--- src/rtl/dmem_bus_arbiter.sv ---
`timescale 1ns/1ps
`default_nettype none
// ============================================================================
// Module      : dmem_bus_arbiter
// Description : Two-master arbiter for the single data-memory port. The CPU
//               MEM stage has priority, DMA steals idle cycles, and a starved
//               DMA is granted a locked burst while the CPU pipeline stalls.
// Revision    : 1.0 - initial release
// ============================================================================
module dmem_bus_arbiter #(
    parameter int AW           = 32,
    parameter int DW           = 32,
    parameter int STARVE_LIMIT = 8,
    parameter int MAX_BURST    = 4
) (
    input  logic          clk,
    input  logic          reset,
    input  logic          cpu_req,
    input  logic          cpu_we,
    input  logic [AW-1:0] cpu_addr,
    input  logic [DW-1:0] cpu_wdata,
    output logic [DW-1:0] cpu_rdata,
    output logic          cpu_stall,
    input  logic          dma_req,
    input  logic          dma_we,
    input  logic          dma_last,
    input  logic [AW-1:0] dma_addr,
    input  logic [DW-1:0] dma_wdata,
    output logic [DW-1:0] dma_rdata,
    output logic          dma_ack,
    output logic [AW-1:0] mem_addr,
    output logic [DW-1:0] mem_wdata,
    output logic          mem_we,
    output logic          mem_re,
    input  logic [DW-1:0] mem_rdata,
    output logic [15:0]   conflict_cnt
);

    localparam int c_STARVE_W = (STARVE_LIMIT > 1) ? $clog2(STARVE_LIMIT) : 1;
    localparam int c_BURST_W  = (MAX_BURST > 1) ? $clog2(MAX_BURST) : 1;
    localparam logic [c_STARVE_W-1:0] c_STARVE_MAX = c_STARVE_W'(STARVE_LIMIT - 1);
    localparam logic [c_BURST_W-1:0]  c_BURST_MAX  = c_BURST_W'(MAX_BURST - 1);

    typedef enum logic [0:0] {
        S_CPU = 1'b0,
        S_DMA = 1'b1
    } state_t;

    state_t                r_state;
    logic [c_STARVE_W-1:0] r_starve_cnt;
    logic [c_BURST_W-1:0]  r_burst_cnt;
    logic [15:0]           r_conflict_cnt;

    logic w_dma_owner;
    logic w_owner_req;
    logic w_owner_we;
    logic w_dma_ack;
    logic w_cpu_stall;

    // DMA owns the port for the whole locked burst, or for a single stolen idle cycle.
    assign w_dma_owner = (r_state == S_DMA) || (!cpu_req && dma_req);
    assign w_owner_req = w_dma_owner ? dma_req : cpu_req;
    assign w_owner_we  = w_dma_owner ? dma_we  : cpu_we;

    assign w_dma_ack   = w_dma_owner && dma_req && !reset;
    assign w_cpu_stall = (r_state == S_DMA) && cpu_req && !reset;

    // Address and data are zeroed when idle so nothing from a non-owner leaks out.
    assign mem_addr  = !w_owner_req ? '0 : (w_dma_owner ? dma_addr  : cpu_addr);
    assign mem_wdata = !w_owner_req ? '0 : (w_dma_owner ? dma_wdata : cpu_wdata);
    assign mem_we    = w_owner_req &&  w_owner_we && !reset;
    assign mem_re    = w_owner_req && !w_owner_we && !reset;

    assign cpu_rdata    = mem_rdata;
    assign dma_rdata    = mem_rdata;
    assign dma_ack      = w_dma_ack;
    assign cpu_stall    = w_cpu_stall;
    assign conflict_cnt = r_conflict_cnt;

    always_ff @(posedge clk) begin
        if (reset) begin
            r_state        <= S_CPU;
            r_starve_cnt   <= '0;
            r_burst_cnt    <= '0;
            r_conflict_cnt <= '0;
        end else begin
            if (w_cpu_stall && (r_conflict_cnt != 16'hFFFF)) begin
                r_conflict_cnt <= r_conflict_cnt + 16'd1;
            end

            case (r_state)
                S_CPU: begin
                    r_burst_cnt <= '0;
                    if (dma_req && !w_dma_ack) begin
                        if (r_starve_cnt == c_STARVE_MAX) begin
                            r_state      <= S_DMA;
                            r_starve_cnt <= '0;
                        end else begin
                            r_starve_cnt <= r_starve_cnt + 1'b1;
                        end
                    end else begin
                        r_starve_cnt <= '0;
                    end
                end
                S_DMA: begin
                    r_starve_cnt <= '0;
                    if (!dma_req || dma_last || (r_burst_cnt == c_BURST_MAX)) begin
                        r_state     <= S_CPU;
                        r_burst_cnt <= '0;
                    end else begin
                        r_burst_cnt <= r_burst_cnt + 1'b1;
                    end
                end
                default: begin
                    r_state      <= S_CPU;
                    r_starve_cnt <= '0;
                    r_burst_cnt  <= '0;
                end
            endcase
        end
    end

endmodule
`default_nettype wire
--- config.mk ---
export PLATFORM = sky130hd
export DESIGN_NAME = dmem_bus_arbiter
export DESIGN_NICKNAME = d
export VERILOG_FILES = /design/src/rtl/dmem_bus_arbiter.sv
export SDC_FILE = /design/constraint.sdc
export NUM_CORES = 1
export LEC_CHECK = 0
export ABC_AREA = 1
export CAP_MARGIN = 20
export CORE_AREA = 5 5 120 122
export DETAILED_ROUTE_END_ITERATION = 12
export DIE_AREA = 0 0 125 127
export GPL_TIMING_DRIVEN = 1
export PLACE_DENSITY_LB_ADDON = 0.15
export SYNTH_ARGS = -nofsm -noshare
export SYNTH_HDL_FRONTEND = slang
export SYNTH_SLANG_ARGS = --single-unit
--- constraint.sdc ---
create_clock -name clk -period 3.29 [get_ports clk]
set_clock_uncertainty 0.1 [all_clocks]
set_input_delay 0.658 -clock clk [delete_from_list [all_inputs] [get_ports clk]]
set_output_delay 0.658 -clock clk [all_outputs]
set_load 0.01 [all_outputs]
Yosys cells after proc, flatten, opt, wreduce, memory -nomap -nowiden. Index checks and enable logic that the tools add are counted.

Reductions and logical operators: 19. Muxes and demuxes: 15. Add/subtract/negate cells: 3. Bitwise gates (word level): 1. Equality and inequality tests: 3.

Operators with widths (number): two-way mux 32 bit (4); adder 16 x 1 -> 16 bit, second input constant (1); != test 16 bit, second input constant (1); logical AND 1 bit (11); two-way mux 3 bit (2); case mux 3 bit (2 select lines) (1); zero test 1 bit (5); two-way mux 1 bit (5); case mux 2 bit (2 select lines) (1); adder 3 x 1 -> 3 bit, second input constant (1); equality test 3 bit, second input constant (1); logical OR 1 bit (3); adder 2 x 1 -> 2 bit, second input constant (1); equality test 2 bit, second input constant (1); two-way mux 2 bit (1); case mux 1 bit (2 select lines) (1); NOT 1 bit (1).

Word-level logic and storage cells: 45. Flip-flop bits (word level): 22.

Logic depth before layout (Yosys ltp).
Depth after elaboration: 9. Mapped depth: 10.

Worst setup path before layout. No wires, ideal clock.

Path type: input -> output. Start: in dma_req. End: out mem_addr[12]. Arrival time: 1.531 ns. Setup slack: 1.001 ns. Stages: 6. Cells stage by stage: inv_1 -> o21ai_1 -> buf_4 -> buf_2 -> nand2_1 -> a21oi_1.

Word-level cells in the longest chain between the ends: 4. Elaborated cells on any way between the ends: 5. Classes of those cells: mux: 3; reduce/logical: 2.

RTL lines: start: declaration (line 24) `input logic dma_req,`; logical AND 1 bit (line 61) `assign w_dma_owner = (r_state == S_DMA) || (!cpu_req && dma_req);`; logical OR 1 bit (line 61); two-way mux 32 bit or two-way mux 1 bit (tied branches) (line 69, 62); two-way mux 32 bit (*) (line 69) `assign mem_addr = !w_owner_req ? '0 : (w_dma_owner ? dma_addr : cpu_addr);`; end: declaration (line 31) `output logic [AW-1:0] mem_addr,`.

Every way passes the cells marked *; elsewhere a longest branch is shown, timed or not.

Worst setup path in the final report.
Start: in dma_req. End: out mem_wdata[17].

Word-level cells in the longest chain between the ends: 4. Elaborated cells on any way between the ends: 5. Classes of those cells: mux: 3; reduce/logical: 2.

RTL lines: logical AND 1 bit (line 61); logical OR 1 bit (line 61); two-way mux 32 bit or two-way mux 1 bit (tied branches) (line 70, 62); two-way mux 32 bit (*) (line 70) `assign mem_wdata = !w_owner_req ? '0 : (w_dma_owner ? dma_wdata : cpu_wdata);`; end: declaration (line 32) `output logic [DW-1:0] mem_wdata,`.

Marks and branches as above.

==> flow_summary.yaml <==
placement:
  io_buffer_count: 218
  post-place-cells: 792
  hpwlAfterDp_mm: 10.71
  place_area_um2: 4604
  gp_congestion: 0.8576
die:
  die-width_um: 125
  ios: 315
  die-area_um2: 15880
  rows: 42
  start_util: 0.2009
  core_um2: 13090
  die_h_um: 127
sta:
  max_freq_mhz: 314.9
  finalSetupViolCount: 0
  slew_headroom: 0.7226
  fin_crit_sh: 0.9653
  drv_slew: 0
  tightest_slew_ns: 0.4147
  tns_ns: 0
  rsz0062_at_grt: "false"
  hold_viol_final: 0
  layout_min_cycle_time_ns: 3.176
min_path:
  holdPathStages: 1
  hold_start: "r_burst_cnt[0]"
  hold_class: "flop to flop"
  min_to: "r_burst_cnt[0]"
clocking:
  clkSinkCount: 22
  cts_buffers: 3
  path_clk_slew_ns: 0.06
  clk_latency_ns: 0.26
  hold_buffers: 0
  cts_tree: "yes"
  clk_path_buf_depth: 2
  clockRootBuffer: "clkbuf_16"
  htree_num_levels: 1
setup_path:
  r2r_start: "conflict_cnt[1]"
  crit_slowest_cell: "clkdlybuf4s50_1"
  slowest_delay_ns: 0.49
  crit_family: "buffers and inverters"
  cp-end-kind: "output pin"
  crit_required_ns: 2.53
  start_kind: "input port"
  r2r-end: "conflict_cnt[10]"
  rrSetupSlack_ns: 1.62
  cp_cell_sequence: "clkdlybuf4s50_1 > inv_1 > o21ai_4 > buf_4 > clkbuf_16 > nand2_1 > a21oi_1 > dlygate4sd2_1"
  setup.worst_path.class: "input port to output pin"
  reg2reg_depth: 8
  path_max_fanout: 11
  critPathBufInv: 5
  worst_ep_arrival_time_ns: 2.42
finish:
  final_core_util: 0.3773
  fill_cells: 1438
  drive_gt1_frac: 0.05751
  final_area_um2: 4937
  antenna_cells: 0
  ff_latch_area_um2: 440.4
  multi_input_area_um2: 1520
  layout.cells.non_filler: 802
  area_growth_pct: 87.82
  nets: 798
global_route:
  grt_max_degree: 36
  track_usage: 0.1594
  antenna_found_initial: 2
  grt_pass1_vias: 3621
  grt_overflow: 0
  grt_pass1_wl_mm: 20.62
power:
  clockPowerShare: 0.312
  power.internal_mw: 0.8078
  p_comb_frac: 0.447
  power_mw: 1.113
  p_sw_frac: 0.2744
  sequentialPowerShare: 0.241
  power_leakage_nw: 2.546
  power_per_cell_area_nw_per_um2: 225.5
  p_switching_mw: 0.3055
  vdd_drop_max_uv: 163.6
synthesis:
  syn_nets: 641
  yosysUniqueCellTypes: 23
  synth-seq-area-share: 0.1675
  ys_ff_latch: 22
  ys_warn_count: 0
  synth.cell_area_um2: 2629
  syn_avg_cell_area_um2: 5.593
  syn_inst: 470
routing:
  drt_first_pass_iters: 5
  wl_per_cell_um: 17.32
  num_vias: 3485
  drt.antenna.violating_nets: 0
  drc: 0
  drtIter0Drc: 153
  vias_per_cell: 4.345
  routed_wl_mm: 13.89
job:
  drv_cap: 0
status:
  status: "finished, final reports clean"
layout by cell type (no fill, tap or decap):
| master | instances |
|---|---|
| nand2_1 | 177 |
| clkdlybuf4s50_1 | 151 |
| a21oi_1 | 75 |
| dlymetal6s2s_1 | 47 |
| nor2_1 | 42 |
| dfxtp_1 | 22 |
| dlygate4sd2_1 | 20 |
| inv_1 | 19 |
| nand3_1 | 15 |
| buf_4 | 12 |
| nor3_1 | 6 |
| buf_12 | 6 |
| nand4_1 | 5 |
| o21ai_0 | 4 |
| nor2_4 | 4 |
| ha_1 | 4 |
| clkbuf_16 | 4 |
| and2_1 | 2 |
| o21ai_4 | 1 |
| inv_4 | 1 |
| a21oi_4 | 1 |
| or2_2 | 1 |
| nor3b_1 | 1 |
| nand2_2 | 1 |
| inv_2 | 1 |
| nor2_2 | 1 |
| bufinv_16 | 1 |
| bufbuf_16 | 1 |
| buf_16 | 1 |
per-layer routing:
metal	global-route usage	routed length, um
met5	0.006192	21
met4	0.02423	136
met3	0.05217	1128
met2	0.2714	6661
met1	0.2011	5944
timing repair:
action,CTS,global route
setup endpoints to repair,45,47
gates cloned,2,1
resized for setup,21,51
buffers inserted,1,2
synthesized netlist by cell type, drive strengths merged:
library cell | count | area share
and2 | 2 | 0.0048
inv | 21 | 0.030
ha | 4 | 0.019
nand4 | 5 | 0.012
o21ai | 5 | 0.0095
nand3 | 15 | 0.029
nor3b | 1 | 0.0029
a21oi | 76 | 0.14
nand2 | 178 | 0.26
nor3 | 6 | 0.011
buf | 83 | 0.22
or2 | 1 | 0.0024
clkbuf | 4 | 0.0095
dfxtp | 22 | 0.17
nor2 | 47 | 0.079
logic make-up after synthesis:
logic type | share of synthesized area
fa+ha+maj | 0.01904
flops | 0.1675
simple gates | 0.3965
compound gates | 0.1542
buf+inv | 0.2627
stage by stage:
stage	setup slack [ns]	hold WS [ns]
floorplan	1.001	0.2990
global placement	-0.04799	0.3076
detailed placement	-0.09377	0.3147
CTS	-0.08664	0.3236
global route	0.01209	0.3535
finish	0.1142	0.3215
state kept, by name, summed over array words and instances (netlist names):
signal,flops
r_starve_cnt,3
r_state,1
r_burst_cnt,2
conflict_cnt,16
worst register-to-register path, delay by kind of cell, from the launching register on:
family | cells | cell delay (ns)
adder cells (fa/ha/maj) | 1 | 0.23
flip-flops | 1 | 0.40
AND/OR/NAND/NOR | 7 | 0.84
cell type report:
class,count,area share
Sequential cell,22,0.08920
Clock buffer,3,0.01521
Tap cell,176,0.04460
Clock inverter,1,0.006082
Timing Repair Buffer,239,0.5205
Inverter,21,0.01647
Multi-Input combinational cell,340,0.3079
how the worst max path moves through the flow:
| stage | startpoint | to | depth (start not counted) |
|---|---|---|---|
| after global placement | dma_req | mem_addr[28] | 7 |
| after detailed placement | dma_req | mem_addr[28] | 7 |
| after global routing | dma_req | mem_we | 8 |
| final | dma_req | mem_wdata[17] | 8 |
| after floorplan | dma_req | mem_addr[12] | 6 |
| after CTS | dma_req | mem_addr[5] | 7 |
power groups by stage:
| stage | sequential (mW) | clock, mW | combinational (mW) |
|---|---|---|---|
| after global routing | 0.268 | 0.367 | 0.536 |
| after floorplan | 0.274 | 0 | 0.235 |
| final | 0.268 | 0.347 | 0.498 |
| after detailed placement | 0.274 | 0 | 0.506 |
| after global placement | 0.274 | 0 | 0.508 |
| after CTS | 0.268 | 0.354 | 0.512 |
(Power assumes the default switching activity.)
==> variant (config.mk and constraints unchanged) <==
Register the output `conflict_cnt` once more; this adds one clock of latency there. The other outputs are not delayed to match.
--- a/src/rtl/dmem_bus_arbiter.sv
+++ b/src/rtl/dmem_bus_arbiter.sv
@@ -76,5 +76,7 @@
     assign dma_ack      = w_dma_ack;
     assign cpu_stall    = w_cpu_stall;
-    assign conflict_cnt = r_conflict_cnt;
+    always_ff @(posedge clk) begin
+        conflict_cnt <= r_conflict_cnt;
+    end
 
     always_ff @(posedge clk) begin
Check against the original RTL: not equivalent (a bounded check fails within 10 cycles, from zero or initial values and one cycle with reset high).
==> variant against the original RTL <==
The run now ends with negative setup slack left. Final area increased by 4.9%. Area after synthesis is 12% higher. Wire length grew 6.5%. Total power increased by 30%. Worst setup slack worse by 120 ps. Sequential cell count is 16 higher. Final cell count up 2.6%. Highest routed layer is now met4.
==> variant: results (changes against the original RTL) <==
Yosys
  – Sequential-to-total area share from yosys stat: 25.9% (was 16.8%)
  – Post-synthesis mux area share: 0% (unchanged)
  – Post-synthesis xor/xnor area fraction: 0.298% (was 0%)
  – Post-synth top cells: nand2_1 (176), a21oi_1 (77), buf_4 (64) (was nand2_1 (177), a21oi_1 (76), buf_4 (66))
  – Synth Area in Compound Gates: 13.8% (was 15.4%)
  – Post-Synthesis Net Count: 658 (was 641)
  – Synth warn: 0 (unchanged)
  – Synth cell types: 22 (was 23)
  – Post-Synth Adder-Cell Area: 1.70% (was 1.90%)
  – Async SR Flop Fraction: 0% (unchanged)
  – EDFF count, synth: 0 (unchanged)
  – Ranking of synthesized cells by area: dfxtp_1 (26%), nand2_1 (22%), buf_4 (16%) (was nand2_1 (25%), buf_4 (19%), dfxtp_1 (17%))
  – Synth Flop Type: dfxtp_1 (unchanged)

Setup path
  – Register-to-Register Setup Slack: 1530 ps (was 1620 ps)
  – Worst Reg-to-Reg Cells: 8 (unchanged)
  – Critical path fanouts, max: 20 (was 11)
  – CP top delay family: buffers and inverters (unchanged)
  – CP startpoint: dma_req (unchanged)
  – Worst reg2reg startpoint: r_conflict_cnt[0] (was conflict_cnt[1])
  – Worst Path Arrival: 2540 ps (was 2420 ps)
  – Worst reg2reg endpoint: r_conflict_cnt[3] (was conflict_cnt[10])
  – Worst path slowest cell: clkdlybuf4s50_1 (unchanged)
  – Worst Setup EP: mem_wdata[27] (was mem_wdata[17])
  – CP peak stage delay: 590 ps (was 490 ps)

Global route
  – First-pass GRT wire length: 21300 µm (was 20600 µm)
  – Total GRT Usage: 17.3% (was 15.9%)
  – Largest net degree at the start of global routing: 36 (unchanged)
  – Number of global-route vias before repair: 3572 (was 3621)
  – Antenna violations before repair: 0 (was 2)

Run status
  – Violated checks: negative setup slack
  – Status: complete, but fails checks (was completed)

Route
  – Total Wirelength: 14800 µm (was 13900 µm)
  – # DRC: 0 (unchanged)
  – Drt pass-1 iters: 4 (was 5)
  – Vias per cell: 4.37 (was 4.35)
  – DR iter-0 viols: 191 (was 153)

STA
  – Max-slew headroom: 74.5% (was 72.3%)
  – # setup viols final: 1 (was 0)
  – Worst Slack Setup Final: -4.99 ps (was 114 ps)

Cells and area
  – Largest registers: conflict_cnt: 16 flops, r_conflict_cnt: 16 flops, r_starve_cnt: 3 flops
  – Layout cells sized above 1: 7.57% (was 5.75%)
  – N_diodes: 0 (unchanged)
  – Nets: 817 (was 798)

CTS
  – H-tree depth: 2 (was 1)
  – Worst-skew pair later-pin latency: 280 ps (was 260 ps)
  – Reg clk slew, reported paths: 50 ps
  – Root Driver: clkbuf_16 (unchanged)
  – CTS Buf Count: 5 (was 3)

Placement
  – Post-Place Cell Area: 4950 µm² (was 4600 µm²)
  – Port bufs: 218 (unchanged)
  – HPWL after DPL: 12700 µm (was 10700 µm)
  – GPL Wtd Cong: 0.874 (was 0.858)

Min path
  – Worst hold path class: reg2reg (unchanged)

Pwr
  – Peak supply drop: 173 µV (was 164 µV)
  – LEAKAGE: 2.38 nW (was 2.55 nW)
variant: final cells by class:
cell class	instances	area [µm²]
repair buffers	240	2460
clock buffers	7	143
multi-input cells	337	1500
fillers	1386	7900
inverters	24	90.1
flip-flops and latches	38	761
clock inverters	1	5.00
well taps	176	220
variant: how the worst min path moves through the flow:
stage,from,to,slack (ps),cells past startpoint
CTS,r_conflict_cnt[1],conflict_cnt[1],290,0
floorplan,r_conflict_cnt[1],conflict_cnt[1],270,0
finish,r_conflict_cnt[1],conflict_cnt[1],290,0
global route,r_conflict_cnt[1],conflict_cnt[1],300,0
detailed placement,r_conflict_cnt[1],conflict_cnt[1],280,0
global placement,r_conflict_cnt[1],conflict_cnt[1],280,0
variant: where the power goes:
part,switching (mW),internal [mW],total [mW]
clock,0.172,0.300,0.472
sequential,0.000595,0.462,0.462
combinational,0.205,0.303,0.508
total,0.378,1.06,1.44
variant: metal layers:
metal  vias to the layer above  global-route usage, %  share of wire, %  routed length [µm]
met2                       205                   34.0                56                8260
li1                       1792                      -                 -                   -
met3                        20                   4.72               7.6                1120
met4                         0                   4.59               2.0                 291
met1                      1582                   18.0                35                5130
met5                         -                      0                 0                   0
variant: worst register-to-register path, cell delays in order (launching register included):
cell	delay (ps)
dfxtp_1	390
ha_1	210
nand2_1	100
nor2_4	150
nand2_2	100
inv_2	60
nand2_2	230
a21oi_1	230
nor2_1	70
variant: logic make-up after synthesis:
kind of cell | Yosys count
buf+inv | 112
flops | 38
fa+ha+maj | 4
compound gates | 80
simple gates | 252
xor+xnor | 1
variant: what timing repair did:
item                       in CTS  in global routing
resized for setup              15                 30
setup endpoints to repair      29                 39
pin swaps                       0                  0
gates cloned                    0                  1
setup buffers                   0                  2
variant: stage by stage:
step / cells / power (mW) / setup slack [ps] / TNS, ps
4_1_cts: 820 / 1.46 / -13.0 / -40.7
3_5_place_dp: 812 / 0.995 / -69.3 / -1010
5_1_grt: 823 / 1.51 / -94.2 / -1040
3_3_place_gp: 812 / 0.994 / -65.5 / -805
2_1_floorplan: 487 / 0.703 / 1010 / 0
6_report: 823 / 1.44 / -4.99 / -4.99
